--- src/rtl/dac_multi.sv ---
`default_nettype none
// ============================================================================
// Module   : dac_multi
// Brief    : Multi-channel 1-bit sigma-delta DAC, first- or second-order.
// Revision : 1.0 - initial release
// ============================================================================
module dac_multi #(
    parameter int CH    = 2,
    parameter int W     = 16,
    parameter int DIV   = 5,
    parameter int ORDER = 1
) (
    input  logic            CLK,
    input  logic            RESET_n,
    input  logic [CH*W-1:0] IN,
    input  logic [CH-1:0]   VALID,
    input  logic [CH-1:0]   MUTE,
    output logic [CH-1:0]   OUT,
    output logic            TICK
);

    localparam logic [7:0] C_RELOAD = 8'(DIV - 1);

    logic [7:0] cnt_q;
    logic [7:0] cnt_d;
    logic       w_tick;

    assign w_tick = (cnt_q == 8'd0);
    // Gated so TICK stays low during reset even when DIV=1 parks the counter at 0.
    assign TICK   = w_tick & RESET_n;

    always_comb begin
        cnt_d = w_tick ? C_RELOAD : (cnt_q - 8'd1);
    end

    always_ff @(posedge CLK or negedge RESET_n) begin
        if (!RESET_n) begin
            cnt_q <= C_RELOAD;
        end else begin
            cnt_q <= cnt_d;
        end
    end

    for (genvar k = 0; k < CH; k++) begin : g_ch
        logic signed [W-1:0] s_q;
        logic signed [W-1:0] x;
        logic                out_q;

        always_ff @(posedge CLK or negedge RESET_n) begin
            if (!RESET_n) begin
                s_q <= '0;
            end else if (w_tick && VALID[k]) begin
                s_q <= IN[k*W +: W];
            end
        end

        assign x      = MUTE[k] ? '0 : s_q;
        assign OUT[k] = out_q;

        if (ORDER == 1) begin : g_o1
            logic [W-1:0] a_q;
            logic [W:0]   sum;

            // Flipping the sign bit maps signed X onto offset binary 0..2^W-1.
            assign sum = {1'b0, a_q} + {1'b0, ~x[W-1], x[W-2:0]};

            always_ff @(posedge CLK or negedge RESET_n) begin
                if (!RESET_n) begin
                    a_q   <= '0;
                    out_q <= 1'b0;
                end else if (w_tick) begin
                    a_q   <= sum[W-1:0];
                    out_q <= sum[W];
                end
            end
        end else begin : g_o2
            localparam int IW = W + 4;
            localparam int EW = W + 6;
            localparam logic signed [EW-1:0] C_MAX = {3'b000, {(IW-1){1'b1}}};
            localparam logic signed [EW-1:0] C_MIN = {3'b111, {(IW-1){1'b0}}};
            localparam logic signed [EW-1:0] C_FBP = {{(EW-W){1'b0}}, 1'b1, {(W-1){1'b0}}};
            localparam logic signed [EW-1:0] C_FBN = {{(EW-W+1){1'b1}}, {(W-1){1'b0}}};

            logic signed [IW-1:0] i1_q;
            logic signed [IW-1:0] i2_q;
            logic signed [IW-1:0] i1_d;
            logic signed [IW-1:0] i2_d;
            logic                 q_q;
            logic signed [EW-1:0] fb;
            logic signed [EW-1:0] e1;
            logic signed [EW-1:0] e2;

            // Sums are formed two bits wider so saturation can see the true result.
            always_comb begin
                fb = q_q ? C_FBP : C_FBN;
                e1 = EW'(i1_q) + EW'(x) - fb;
                if (e1 > C_MAX) begin
                    i1_d = C_MAX[IW-1:0];
                end else if (e1 < C_MIN) begin
                    i1_d = C_MIN[IW-1:0];
                end else begin
                    i1_d = e1[IW-1:0];
                end
                e2 = EW'(i2_q) + EW'(i1_d) - fb;
                if (e2 > C_MAX) begin
                    i2_d = C_MAX[IW-1:0];
                end else if (e2 < C_MIN) begin
                    i2_d = C_MIN[IW-1:0];
                end else begin
                    i2_d = e2[IW-1:0];
                end
            end

            always_ff @(posedge CLK or negedge RESET_n) begin
                if (!RESET_n) begin
                    i1_q  <= '0;
                    i2_q  <= '0;
                    q_q   <= 1'b0;
                    out_q <= 1'b0;
                end else if (w_tick) begin
                    i1_q  <= i1_d;
                    i2_q  <= i2_d;
                    q_q   <= ~i2_d[IW-1];
                    out_q <= ~i2_d[IW-1];
                end
            end
        end
    end

endmodule
`default_nettype wire

--- config.mk ---
export PLATFORM = sky130hd
export DESIGN_NAME = dac_multi
export DESIGN_NICKNAME = d
export VERILOG_FILES = /design/src/rtl/dac_multi.sv
export SDC_FILE = /design/constraint.sdc
export NUM_CORES = 1
export LEC_CHECK = 0
export CELL_PAD_IN_SITES_DETAIL_PLACEMENT = 1
export CELL_PAD_IN_SITES_GLOBAL_PLACEMENT = 2
export CORE_MARGIN = 2
export CORE_UTILIZATION = 38
export CTS_CLUSTER_SIZE = 28
export DETAILED_ROUTE_END_ITERATION = 12
export PLACE_DENSITY = 0.79
export SLEW_MARGIN = 20
export SYNTH_ARGS = -nofsm -noshare
export SYNTH_HDL_FRONTEND = slang
export SYNTH_SLANG_ARGS = --single-unit
--- constraint.sdc ---
create_clock -name CLK -period 3.1 [get_ports CLK]
set_input_delay 0.62 -clock CLK [delete_from_list [all_inputs] [get_ports CLK]]
set_output_delay 0.62 -clock CLK [all_outputs]
set_load 0.03 [all_outputs]
# Word-level counts from Yosys, hierarchy flattened
# Cells that the tools add are included.
[word_totals] ff_bits=74 in_bits=38 output_inout_bits=3 elab_cells=19
[op_classes] n_addsub=3 mux=3 bitwise_logic=3 n_reduce_logical=3
[op_table] operator="16-bit by 16-bit adder with 17-bit output" count=2
[op_table] operator="16-bit 2-to-1 mux" count=2
[op_table] operator="8-bit logical NOT" count=1
[op_table] operator="8-bit 2-to-1 mux" count=1
[op_table] operator="8-bit by 1-bit subtractor with 8-bit output (second input constant)" count=1
[op_table] operator="1-bit logical AND" count=2
[op_table] operator="1-bit NOT" count=2
[op_table] operator="1-bit bitwise AND" count=1

# Depth between registers and ports, before layout
[logic_depth] word_depth=3 ltp_mapped=9 depth_no_buf=8

# Least setup slack after synthesis
# No wires, ideal clock.
[synth_timing] path_kind="input to register" from="input MUTE[1]" to="register g_ch[1].g_o1.a_q[10]" setup_time_ns=0.126 arrival_ns=2.496 required_ns=2.974 path_slack_ns=0.477 stages=9 path_buffers=1 path_cell_list="clkbuf_1 nor2b_1 ha_1 fa_1 a21o_1 a31oi_1 o31ai_1 o41ai_1 o41ai_1"
[synth_via] elab_chain_len=2
[synth_lines] item="from (decl)" line="17" source="input logic [CH-1:0] MUTE,"
[synth_lines] item="16-bit 2-to-1 mux" line="57" source="assign x = MUTE[k] ? '0 : s_q;"
[synth_lines] item="16-bit by 16-bit adder with 17-bit output" line="65" source="assign sum = {1'b0, a_q} + {1'b0, ~x[W-1], x[W-2:0]};"
[synth_lines] item="to (signal assigned)" line="72" source="a_q <= sum[W-1:0];"
[synth_lines] item="to (decl)" line="61" source="logic [W-1:0] a_q;"
# No other way between the ends.
# A chain may end at the register's enable or synchronous reset.

# Final worst setup path
[layout_timing] from="register cnt_q[0]" to="output TICK"
[layout_via] elab_chain_len=2
[layout_lines] item="from (decl)" line="24" source="logic [7:0] cnt_q;"
[layout_lines] item="from (signal assigned)" line="40" source="cnt_q <= cnt_d;"
[layout_lines] item="8-bit logical NOT" line="28" source="assign w_tick = (cnt_q == 8'd0);"
[layout_lines] item="1-bit bitwise AND" line="30" source="assign TICK = w_tick & RESET_n;"
[layout_lines] item="to (decl)" line="19" source="output logic TICK"
# No other way between the ends.

==> impl_results.md <==
- Outcome: finished, final reports clean
- Chip Width: roughly 120 um
- Ys flop type: dfrtp_1
- Area after DPL: around 5400 sq um
- Global placer's final weighted congestion: 0.784
- Crit end category: output pin
- DP HPWL: 8.64 mm
- P_int: 2.98 mW
- Leading cell type in the layout, fill and taps excluded: dfrtp_1
- DIE AREA: 13,400 sq um
- Root Driver: clkbuf_16
- Via density per instance: 5.33
- Post-layout min period: 2920 ps
- CTS H-tree lvls: 3
- Fin nets: 609
- Post-Syn Nets: 551
- Net Switching: 1.71 mW
- Share of post-route cells with drive strength above 1: 15.7%
- Critical path required time: 2480 ps
- Comb pwr share: 43.7%
- Asr flop ratio synth: 100%
- ANT nets after route: 0
- Synthesized area per cell: 9.92 sq um
- Layout area overhead: 21.9%
- Initial Utilization: 39.1%
- Clk sink count: 74
- Pre-antenna DRT Iters: 4
- Die height: 116 um
- Final setup vio count: 0
- Max Clk Rate: 0.343 GHz
- Cell Rows: 40
- Fin. Hold Viols: 0
- Number of global-route vias before repair: 4,044
- Fill count: about 1,400
- DR WL/cell: 16.5 um
- Io pins: 41
- Clock Latency Late Sink: 340 ps
- Tightest Hold Check Type: in -> async
- Worst setup SP type: register
- Vias post-DR: 3,777
- First-pass GRT wire length: 20.1 mm
- Seq. cell area: 1850 sq um
- Cell Area, Synth: 4740 sq um
- Flop pwr share: 29.8%
- I/O Buffers: 40
- Sw frac: a little over a third
- CTS max path bufs: 2
- Actual transition at the worst max-transition pin: about 600 ps
- DR iter-0 viols: roughly 120
- Yosys reg bits: 74
- Power per cell area: between 800 and 900 nW/um^2
- Cell variety after synth: slightly above 60
- Leakage Power: 2.67 nW
- Post-synth EDFFs: 0
- Most frequent cells in the layout: dfrtp_1 (73), nand2_1 (54), clkdlybuf4s50_1 (39)
- Total wire length: 11.7 mm
- Design area: about 5800 sq um
- Post-CTS Repair Setup Buffers: 0
- Fin. max-slew vios: 0
- CP max FO: 4
- CTS tree: built
- Core area: 12,100 sq um
- Reg2reg start: g_ch[1].s_q[0]
- Max VDD drop: ~0.27 mV
- Antenna violations before repair: 0
- Tcrit/Tclk final: a little over nine tenths
- Final Util: 47.7%
- Total negative slack: 0 ps
- Synth warn: 0
- Num CTS Buffers: 9
- Ant. Diodes: 0
- Slew HR: 59.9%
- Setup WS pre-CTS: -133 ps
- Worst Slack Setup Final: 182 ps
- Multi-input gate area: approximately 2700 sq um
- Post-route DRC: 0
- Data arrival time of the critical path: 2300 ps
- Max Clock Skew: approximately 7.2 ps
- Largest net degree at the start of global routing: 47
- MaxCap Viol Count: 0
- Total gr overflow: 0
- Clock share of power: 26.5%
- CTS clk-pin slew, worst paths: 60 ps
- RSZ-0062 raised after global routing: false
- Critical path type: reg -> out
- Seq/Total Area, Yosys: around two fifths
- GRT Util Overall: about a fifth
- Reg-to-Reg End: g_ch[1].out_q
- Syn Inst Count: 478
- Worst Reg-to-Reg Cells: 9
- FF-to-FF setup slack: 750 ps
## Yosys cell counts, drive strengths merged (2+ instances only)
cell type / n / share of area, %
o31ai: 4 / 0.63
or4: 2 / 0.32
nand4: 7 / 0.92
ha: 33 / 8.7
nor2b: 30 / 4.0
a2111oi: 2 / 0.37
o311a: 2 / 0.42
a221oi: 2 / 0.37
o211ai: 4 / 0.63
dfrtp: 73 / 39
o21ai: 36 / 3.8
o31a: 2 / 0.37
o2111ai: 2 / 0.37
nor2: 20 / 1.6
a21o: 14 / 2.2
a21oi: 22 / 2.3
o41ai: 2 / 0.37
or3: 4 / 0.53
o21a: 2 / 0.32
nor3b: 2 / 0.32
a31oi: 6 / 0.79
a211oi: 4 / 0.63
nand2: 57 / 4.8
and4: 2 / 0.37
clkbuf: 9 / 0.71
or2: 4 / 0.53
inv: 8 / 0.63
nor3: 8 / 0.84
nand3: 19 / 2.0
nand2b: 4 / 0.53
a21boi: 2 / 0.32
xor2: 12 / 2.2
and3: 4 / 0.53
a211o: 3 / 0.55
buf: 10 / 1.8
xnor2: 7 / 1.3
fa: 2 / 0.84
mux2: 32 / 9.2
and2: 3 / 0.40
## repair_timing
item,CTS,global route
hold buffers,0,0
gates resized for setup,0,1
setup endpoints to repair,0,1
## registers in the layout (all words and copies together), names as in the netlist
| register | count |
|---|---|
| cnt_q | 8 |
| g_ch.s_q | 32 |
| g_ch.g_o1.a_q | 32 |
| g_ch.out_q | 2 |
## cell families after synthesis
kind of cell             Yosys count  synth area share, %
XOR/XNOR                          19                 3.51
adder cells (fa/ha/maj)           35                 9.55
multiplexers                      33                 9.40
AND/OR/NAND/NOR                  170                 18.7
buffers and inverters             27                 3.19
flip-flops                        74                 39.1
AO/OA/AOI/OAI                    120                 16.6
## critical path, cell delays in order, from the launching register on
cell and delay [ps]:
dfrtp_1 400, inv_1 90, ha_1 240, nor4b_4 330
and3_1 230, clkdlybuf4s50_1 680
## worst max-delay path by stage
stage               startpoint              endpoint  slack, ps  cells after the start
global route          cnt_q[0]                  TICK         60                      5
floorplan              MUTE[1]  g_ch[1].g_o1.a_q[10]        480                      9
finish                cnt_q[0]                  TICK        180                      5
CTS                   cnt_q[0]                  TICK        160                      5
detailed placement     MUTE[0]  g_ch[0].g_o1.a_q[13]       -130                      9
global placement       MUTE[0]  g_ch[0].g_o1.a_q[13]        -80                      9
## cell type report
class                   instances  share of cell area [%]
multi-input cells             377                    47.4
well taps                     168                    3.64
clock buffers                  12                    4.44
repair buffers                 66                    10.3
flip-flops and latches         74                    32.1
clock inverters                 4                    1.69
inverters                       8                   0.519
## power by group through the flow
| stage | logic [mW] | registers [mW] | clock network [mW] |
|---|---|---|---|
| floorplan | 1.44 | 1.36 | 0 |
| global placement | 1.96 | 1.40 | 0 |
| detailed placement | 2.02 | 1.41 | 0 |
| CTS | 2.05 | 1.40 | 1.27 |
| global route | 2.32 | 1.43 | 1.30 |
| finish | 2.05 | 1.40 | 1.24 |
## stage by stage
stage          power [mW]  cells  hold slack [ps]
2_1_floorplan        2.80    478              324
3_3_place_gp         3.36    693              448
3_5_place_dp         3.43    693              467
4_1_cts              4.73    709              369
5_1_grt              5.05    709              385
6_report             4.69    709              355
## layer usage
metal | part of all wire (%) | global-route usage (%) | vias up
met5 | 0 | 0 | -
met4 | 1.4 | 6.43 | 0
met3 | 1.8 | 2.88 | 11
met2 | 47 | 31.3 | 27
met1 | 49 | 26.1 | 1881
li1 | - | - | 1858
Note: power is estimated with default switching activity, not from simulation.
